[src/rtl/mem_wb_if.sv]
// MEM->WB boundary: MEM-stage operands, data-memory response, flush, and the
// register-file write port driven by the writeback stage.
interface mem_wb_if;
   // Handshake: the stage holds the MEM instruction while stall_req=1; upstream
   // keeps every mem_* input stable until a cycle with stall_req=0 consumes it.
   logic        mem_valid;
   logic        mem_we;
   logic [4:0]  mem_write_reg;
   logic [31:0] mem_alu_result;
   logic        mem_is_load;
   logic [2:0]  mem_load_type;
   logic [1:0]  mem_addr_low;
   logic [31:0] dmem_rdata;
   logic        dmem_rvalid;
   logic        flush;
   logic        stall_req;
   logic        wb_we;
   logic [4:0]  wb_write_reg;
   logic [31:0] wb_write_data;
   logic        load_err;
   logic        dbg_state;

   modport master (
      output mem_valid, mem_we, mem_write_reg, mem_alu_result, mem_is_load,
             mem_load_type, mem_addr_low, dmem_rdata, dmem_rvalid, flush,
      input  stall_req, wb_we, wb_write_reg, wb_write_data, load_err, dbg_state
   );

   modport slave (
      input  mem_valid, mem_we, mem_write_reg, mem_alu_result, mem_is_load,
             mem_load_type, mem_addr_low, dmem_rdata, dmem_rvalid, flush,
      output stall_req, wb_we, wb_write_reg, wb_write_data, load_err, dbg_state
   );
endinterface

[src/rtl/mem_wb_stage.sv]
// Writeback stage: registers ALU results, completes loads (waiting on the data
// memory with a timeout), extracts/extends sub-word loads, flags bad loads.
module mem_wb_stage #(
   parameter int LOAD_TIMEOUT = 16
) (
   input logic   clk,
   input logic   rst,
   mem_wb_if.slave bus
);
   localparam int CW = $clog2(LOAD_TIMEOUT + 1);
   localparam logic [CW-1:0] CNT_LAST = CW'(LOAD_TIMEOUT - 1);

   localparam logic [2:0] LT_LW  = 3'b000;
   localparam logic [2:0] LT_LB  = 3'b001;
   localparam logic [2:0] LT_LBU = 3'b010;
   localparam logic [2:0] LT_LH  = 3'b011;
   localparam logic [2:0] LT_LHU = 3'b100;

   typedef enum logic {IDLE = 1'b0, WAIT_LOAD = 1'b1} state_t;

   state_t         state_q;
   logic [CW-1:0]  cnt_q;
   logic           wb_we_q;
   logic [4:0]     wb_write_reg_q;
   logic [31:0]    wb_write_data_q;
   logic           load_err_q;

   logic           misaligned;
   logic           reserved;
   logic           legal_load;
   logic [7:0]     byte_sel;
   logic [15:0]    half_sel;
   logic [31:0]    load_data;
   logic           write_en;
   logic           stall;

   always_comb begin
      reserved   = (bus.mem_load_type > LT_LHU);
      misaligned = ((bus.mem_load_type == LT_LW) && (bus.mem_addr_low != 2'b00)) ||
                   (((bus.mem_load_type == LT_LH) || (bus.mem_load_type == LT_LHU)) &&
                    bus.mem_addr_low[0]);
      legal_load = bus.mem_is_load && !reserved && !misaligned;
      write_en   = bus.mem_we && (bus.mem_write_reg != 5'd0);
   end

   always_comb begin
      byte_sel  = 8'h00;
      half_sel  = bus.mem_addr_low[1] ? bus.dmem_rdata[31:16] : bus.dmem_rdata[15:0];
      load_data = bus.dmem_rdata;
      case (bus.mem_addr_low)
         2'd0:    byte_sel = bus.dmem_rdata[7:0];
         2'd1:    byte_sel = bus.dmem_rdata[15:8];
         2'd2:    byte_sel = bus.dmem_rdata[23:16];
         default: byte_sel = bus.dmem_rdata[31:24];
      endcase
      case (bus.mem_load_type)
         LT_LB:   load_data = {{24{byte_sel[7]}}, byte_sel};
         LT_LBU:  load_data = {24'h0, byte_sel};
         LT_LH:   load_data = {{16{half_sel[15]}}, half_sel};
         LT_LHU:  load_data = {16'h0, half_sel};
         default: load_data = bus.dmem_rdata;
      endcase
   end

   // Stall only while a legal load still waits; the timeout cycle itself releases.
   always_comb begin
      stall = 1'b0;
      if (!rst && !bus.flush) begin
         if (state_q == IDLE)
            stall = bus.mem_valid && legal_load && !bus.dmem_rvalid;
         else
            stall = !bus.dmem_rvalid && (cnt_q != CNT_LAST);
      end
   end

   always_ff @(posedge clk) begin
      if (rst) begin
         state_q         <= IDLE;
         cnt_q           <= '0;
         wb_we_q         <= 1'b0;
         wb_write_reg_q  <= 5'd0;
         wb_write_data_q <= 32'd0;
         load_err_q      <= 1'b0;
      end else begin
         wb_we_q    <= 1'b0;
         load_err_q <= 1'b0;
         if (bus.flush) begin
            state_q <= IDLE;
            cnt_q   <= '0;
         end else begin
            case (state_q)
               IDLE: begin
                  if (bus.mem_valid) begin
                     if (!bus.mem_is_load) begin
                        wb_we_q <= write_en;
                        if (write_en) begin
                           wb_write_reg_q  <= bus.mem_write_reg;
                           wb_write_data_q <= bus.mem_alu_result;
                        end
                     end else if (!legal_load) begin
                        load_err_q <= 1'b1;
                     end else if (bus.dmem_rvalid) begin
                        wb_we_q <= write_en;
                        if (write_en) begin
                           wb_write_reg_q  <= bus.mem_write_reg;
                           wb_write_data_q <= load_data;
                        end
                     end else begin
                        state_q <= WAIT_LOAD;
                        cnt_q   <= '0;
                     end
                  end
               end
               WAIT_LOAD: begin
                  if (bus.dmem_rvalid) begin
                     state_q <= IDLE;
                     cnt_q   <= '0;
                     wb_we_q <= write_en;
                     if (write_en) begin
                        wb_write_reg_q  <= bus.mem_write_reg;
                        wb_write_data_q <= load_data;
                     end
                  end else if (cnt_q == CNT_LAST) begin
                     state_q    <= IDLE;
                     cnt_q      <= '0;
                     load_err_q <= 1'b1;
                  end else begin
                     cnt_q <= cnt_q + CW'(1);
                  end
               end
               default: state_q <= IDLE;
            endcase
         end
      end
   end

   assign bus.stall_req     = stall;
   assign bus.wb_we         = wb_we_q;
   assign bus.wb_write_reg  = wb_write_reg_q;
   assign bus.wb_write_data = wb_write_data_q;
   assign bus.load_err      = load_err_q;
   assign bus.dbg_state     = (state_q == WAIT_LOAD);
endmodule

[src/flat_wrapper.sv]
// flat-port wrapper written by rule: the top's interface ports become plain ports
module mem_wb_stage_flat 
#(
   parameter int LOAD_TIMEOUT = 16
)
  (clk, rst, bus_mem_valid, bus_mem_we, bus_mem_write_reg, bus_mem_alu_result, bus_mem_is_load, bus_mem_load_type, bus_mem_addr_low, bus_dmem_rdata, bus_dmem_rvalid, bus_flush, bus_stall_req, bus_wb_we, bus_wb_write_reg, bus_wb_write_data, bus_load_err, bus_dbg_state);
  mem_wb_if bus_i ();
  input logic clk;
  input logic rst;
  input wire logic [$bits(bus_i.mem_valid)-1:0] bus_mem_valid;
  input wire logic [$bits(bus_i.mem_we)-1:0] bus_mem_we;
  input wire logic [$bits(bus_i.mem_write_reg)-1:0] bus_mem_write_reg;
  input wire logic [$bits(bus_i.mem_alu_result)-1:0] bus_mem_alu_result;
  input wire logic [$bits(bus_i.mem_is_load)-1:0] bus_mem_is_load;
  input wire logic [$bits(bus_i.mem_load_type)-1:0] bus_mem_load_type;
  input wire logic [$bits(bus_i.mem_addr_low)-1:0] bus_mem_addr_low;
  input wire logic [$bits(bus_i.dmem_rdata)-1:0] bus_dmem_rdata;
  input wire logic [$bits(bus_i.dmem_rvalid)-1:0] bus_dmem_rvalid;
  input wire logic [$bits(bus_i.flush)-1:0] bus_flush;
  output wire logic [$bits(bus_i.stall_req)-1:0] bus_stall_req;
  output wire logic [$bits(bus_i.wb_we)-1:0] bus_wb_we;
  output wire logic [$bits(bus_i.wb_write_reg)-1:0] bus_wb_write_reg;
  output wire logic [$bits(bus_i.wb_write_data)-1:0] bus_wb_write_data;
  output wire logic [$bits(bus_i.load_err)-1:0] bus_load_err;
  output wire logic [$bits(bus_i.dbg_state)-1:0] bus_dbg_state;
  assign bus_i.mem_valid = bus_mem_valid;
  assign bus_i.mem_we = bus_mem_we;
  assign bus_i.mem_write_reg = bus_mem_write_reg;
  assign bus_i.mem_alu_result = bus_mem_alu_result;
  assign bus_i.mem_is_load = bus_mem_is_load;
  assign bus_i.mem_load_type = bus_mem_load_type;
  assign bus_i.mem_addr_low = bus_mem_addr_low;
  assign bus_i.dmem_rdata = bus_dmem_rdata;
  assign bus_i.dmem_rvalid = bus_dmem_rvalid;
  assign bus_i.flush = bus_flush;
  assign bus_stall_req = bus_i.stall_req;
  assign bus_wb_we = bus_i.wb_we;
  assign bus_wb_write_reg = bus_i.wb_write_reg;
  assign bus_wb_write_data = bus_i.wb_write_data;
  assign bus_load_err = bus_i.load_err;
  assign bus_dbg_state = bus_i.dbg_state;
  mem_wb_stage #(.LOAD_TIMEOUT(LOAD_TIMEOUT)) u_core (.clk(clk), .rst(rst), .bus(bus_i));
endmodule
[config.mk]
export PLATFORM = sky130hd
export DESIGN_NAME = mem_wb_stage_flat
export DESIGN_NICKNAME = d
export VERILOG_FILES = /design/src/rtl/mem_wb_if.sv /design/src/rtl/mem_wb_stage.sv /design/src/flat_wrapper.sv
export SDC_FILE = /design/constraint.sdc
export NUM_CORES = 1
export LEC_CHECK = 0
export CELL_PAD_IN_SITES_DETAIL_PLACEMENT = 0
export CELL_PAD_IN_SITES_GLOBAL_PLACEMENT = 2
export CORE_ASPECT_RATIO = 1.4
export CORE_MARGIN = 2
export CORE_UTILIZATION = 26
export CTS_CLUSTER_DIAMETER = 40
export DETAILED_ROUTE_END_ITERATION = 10
export PLACE_DENSITY_LB_ADDON = 0.08
export SLEW_MARGIN = 25
export SYNTH_ARGS = -nofsm -noshare
export SYNTH_HDL_FRONTEND = slang
export SYNTH_SLANG_ARGS = --single-unit
[constraint.sdc]
create_clock -name clk -period 2.44 [get_ports clk]
set_input_delay 0.732 -clock clk [delete_from_list [all_inputs] [get_ports clk]]
set_output_delay 0.732 -clock clk [all_outputs]
set_load 0.1 [all_outputs]
==> flow_metrics.env <==
export IMPL_route_vias_total=4240
export IMPL_cts_max_level=2
export IMPL_avgSynthCellArea_um2=8.15
export IMPL_core_um2=13900
export IMPL_crit_path_end_kind="output pin"
export IMPL_grt_first_pass_wirelength_mm=22.9
export IMPL_timing_critical_path_slowest_cell_delay_ps=480
export IMPL_max_slew_worst_pin_slew_ps=768
export IMPL_avgRoutedWirePerCell_um=18.5
export IMPL_grt_start_max_net_pins=52
export IMPL_worstRegToRegCells=6
export IMPL_drc_errors=0
export IMPL_insertedDiodeCount=0
export IMPL_layout_filler_cells=1487
export IMPL_post_synthesis_register_bit_count=45
export IMPL_critPathSlowestCell="sky130_fd_sc_hd__clkdlybuf4s50_1"
export IMPL_combPwrFrac_pct=38.4
export IMPL_power_static_leakage_nw=2.18
export IMPL_cts_tree="done"
export IMPL_grt_pass1_vias=4189
export IMPL_max_clock_freq_ghz=0.365
export IMPL_grt_setup_unrepaired="true"
export IMPL_synth_seq_area_share_pct=24.5
export IMPL_worst_endpoint_arrival_ps=2010
export IMPL_clk_transition_reported_paths_ps=60
export IMPL_cp_cell_sequence="clkdlybuf4s50_1 > nor2_1 > or2_4 > a2111oi_4 > buf_12"
export IMPL_number_of_antenna_violations_at_the_first_check_in_global_routing=0
export IMPL_cp_required_ps=1710
export IMPL_power_density_nw_per_um2=422
export IMPL_initial_core_util_pct=26.5
export IMPL_ir_drop_uv=261
export IMPL_timing_final_ws_setup_ps=-297
export IMPL_fp_dieH_um=145
export IMPL_final_net_count=695
export IMPL_cell_internal_pwr_mw=1.53
export IMPL_synthCells=452
export IMPL_route_detailed_vias_per_inst=5.31
export IMPL_rows=51
export IMPL_cts_root_buf="sky130_fd_sc_hd__clkbuf_16"
export IMPL_post_route_util_pct=41.3
export IMPL_number_of_buffers_created_by_cts=5
export IMPL_die_area_um2=15100
export IMPL_timing_hold_worst_path_depth=2
export IMPL_final_cell_mix="sky130_fd_sc_hd__buf_4, sky130_fd_sc_hd__clkdlybuf4s50_1, sky130_fd_sc_hd__nand2_1"
export IMPL_setup_violations_final=1
export IMPL_clock_sink_count=45
export IMPL_synth_edf_count=0
export IMPL_maxCapViolCount=0
export IMPL_ys_async_sr_fraction_pct=0
export IMPL_total_of_warnings_raised_by_yosys=0
export IMPL_grt_overflow=0
export IMPL_final_layout_size_suffix_gt1_share_pct=29.2
export IMPL_finalWeightedCongestion=0.834
export IMPL_pre_cts_slack_ps=-784
export IMPL_postSynthNetCount=534
export IMPL_period_minus_slack_ps=2740
export IMPL_place_detailed_hpwl_mm=11.4
export IMPL_synth_top_cells_by_area="sky130_fd_sc_hd__dfxtp_1, sky130_fd_sc_hd__o21ai_0, sky130_fd_sc_hd__nand2_1"
export IMPL_netSwitchingPower_mw=0.889
export IMPL_crit_cells=5
export IMPL_die_w_um=105
export IMPL_top_level_ports=122
export IMPL_final_hold_worst_slack_ps=462
export IMPL_drtPass1Iterations=5
export IMPL_power_switching_share_pct=36.7
export IMPL_placement_io_buffers=121
export IMPL_leading_cell_type_in_the_layout_fill_and_taps_excluded="sky130_fd_sc_hd__buf_4"
export IMPL_crit_buf_inv=2
export IMPL_synthFlopType="sky130_fd_sc_hd__dfxtp_1"
export IMPL_synth_top_cell_area_share_pct=24.5
export IMPL_slew_headroom_pct=48.2
export IMPL_yosysUniqueCellTypes=66
export IMPL_period_share_pct=112
export IMPL_largest_reg_flops=32
export IMPL_final_hold_violation_count=0
export IMPL_power_sequential_fraction_pct=32.0
export IMPL_hold_class="flop to flop"
export IMPL_worstSkewPairLatency_ps=300
export IMPL_drtAntennaViolNets=0
export IMPL_synth_largest_area_cell="sky130_fd_sc_hd__dfxtp_1"
export IMPL_cts_buffer_depth=2
export IMPL_crit_fanout=2
export IMPL_timing_critical_path_max_delay_family="buffers and inverters"
export IMPL_status="complete, but fails checks"
export IMPL_postRouteWirelength_mm=14.8
export IMPL_start_kind="input pin"
export IMPL_maxSlewViolCount=0
export IMPL_violations="negative setup slack"
export IMPL_clock_skew_ps=8.23
export IMPL_part_of_the_power_in_the_clock_network_pct=29.7
export IMPL_detail_route_iter0_violations=146
export IMPL_criticalPathCategory="input pin to output pin"
export IMPL_area_overhead_of_the_layout_relative_to_synthesis_pct=55.9
export IMPL_synth_area_um2=3680
export IMPL_grt_usage_pct=18.9
[cell usage after synthesis, drive strengths merged (3+ instances only)]
| cell type | instances |
|---|---|
| o32ai | 9 |
| nand2 | 49 |
| nor2b | 5 |
| o22ai | 7 |
| nand2b | 6 |
| nand3 | 12 |
| mux2 | 10 |
| inv | 22 |
| dfxtp | 45 |
| o21ai | 49 |
| a2111oi | 3 |
| a22o | 6 |
| buf | 22 |
| and2 | 3 |
| o31ai | 5 |
| a31oi | 16 |
| nor3 | 10 |
| a221oi | 25 |
| a32oi | 8 |
| nand4 | 5 |
| a21oi | 24 |
| a211oi | 7 |
| mux2i | 16 |
| a21o | 8 |
| clkbuf | 19 |
| nor3b | 3 |
| a21boi | 3 |
| nor2 | 12 |
| a2bb2oi | 8 |
[metal layers]
layer / vias to the layer above / wire, um / GRT usage [%]
met4: 0 / 170 / 4.56
met5: - / 0 / 0
met1: 2035 / 6380 / 23.2
li1: 2069 / - / -
met2: 125 / 7650 / 35.2
met3: 11 / 603 / 2.51
[power groups by stage]
| stage | logic (mW) | clock network [mW] | registers [mW] |
|---|---|---|---|
| finish | 0.929 | 0.719 | 0.775 |
| global route | 0.990 | 0.767 | 0.778 |
| CTS | 0.921 | 0.744 | 0.775 |
| detailed placement | 0.914 | 0 | 0.792 |
| global placement | 0.914 | 0 | 0.791 |
| floorplan | 0.354 | 0 | 0.962 |
[tightest hold or removal path, cell delays in order (launching register included)]
cell                       delay (ps)
sky130_fd_sc_hd__dfxtp_1          310
sky130_fd_sc_hd__inv_1             60
sky130_fd_sc_hd__a221oi_2          50
[timing repair]
action                                  4_1_cts  5_1_grt
cloned                                        0        1
buffers inserted                              1        4
endpoints found under the setup margin       33       31
pin swaps                                     6        3
hold endpoints to repair                      0        0
hold buffers                                  0        0
resized for setup                            29       10
[final cells by class]
cell class	instances	area (um^2)	area share, %
multi-input cells	344	2560	44.7
flip-flops and latches	45	902	15.7
clock buffers	5	125	2.18
well taps	185	231	4.03
inverters	22	82.6	1.44
repair buffers	195	1810	31.5
clock inverters	3	25.0	0.436
[logic make-up after synthesis]
group / count (synthesis) / share of synthesized area (%)
buf+inv: 63 / 7.88
mux: 26 / 7.41
simple gates: 117 / 16.9
flops: 45 / 24.5
xor+xnor: 2 / 0.476
compound gates: 198 / 42.5
fa+ha+maj: 1 / 0.340
[final timing paths]
check | startpoint | end | slack (ps)
setup / recovery | bus_mem_valid | bus_stall_req | -300
hold / removal | u_core.bus.wb_write_data[19] | u_core.bus.wb_write_data[19] | 460
setup reg to reg | u_core.bus.dbg_state | u_core.bus.wb_write_data[12] | 510
hold reg to reg | u_core.bus.wb_write_data[19] | u_core.bus.wb_write_data[19] | 460
[per-stage QoR]
step	instance area (um^2)	power (mW)	std cells	setup TNS [ps]
floorplan	3700	1.32	452	-959
global placement	5470	1.71	785	-15060
detailed placement	5470	1.71	785	-17150
CTS	5630	2.44	794	-316
global route	5740	2.53	799	-375
finish	5740	2.42	799	-297
Note: power is estimated with default switching activity, not from simulation.
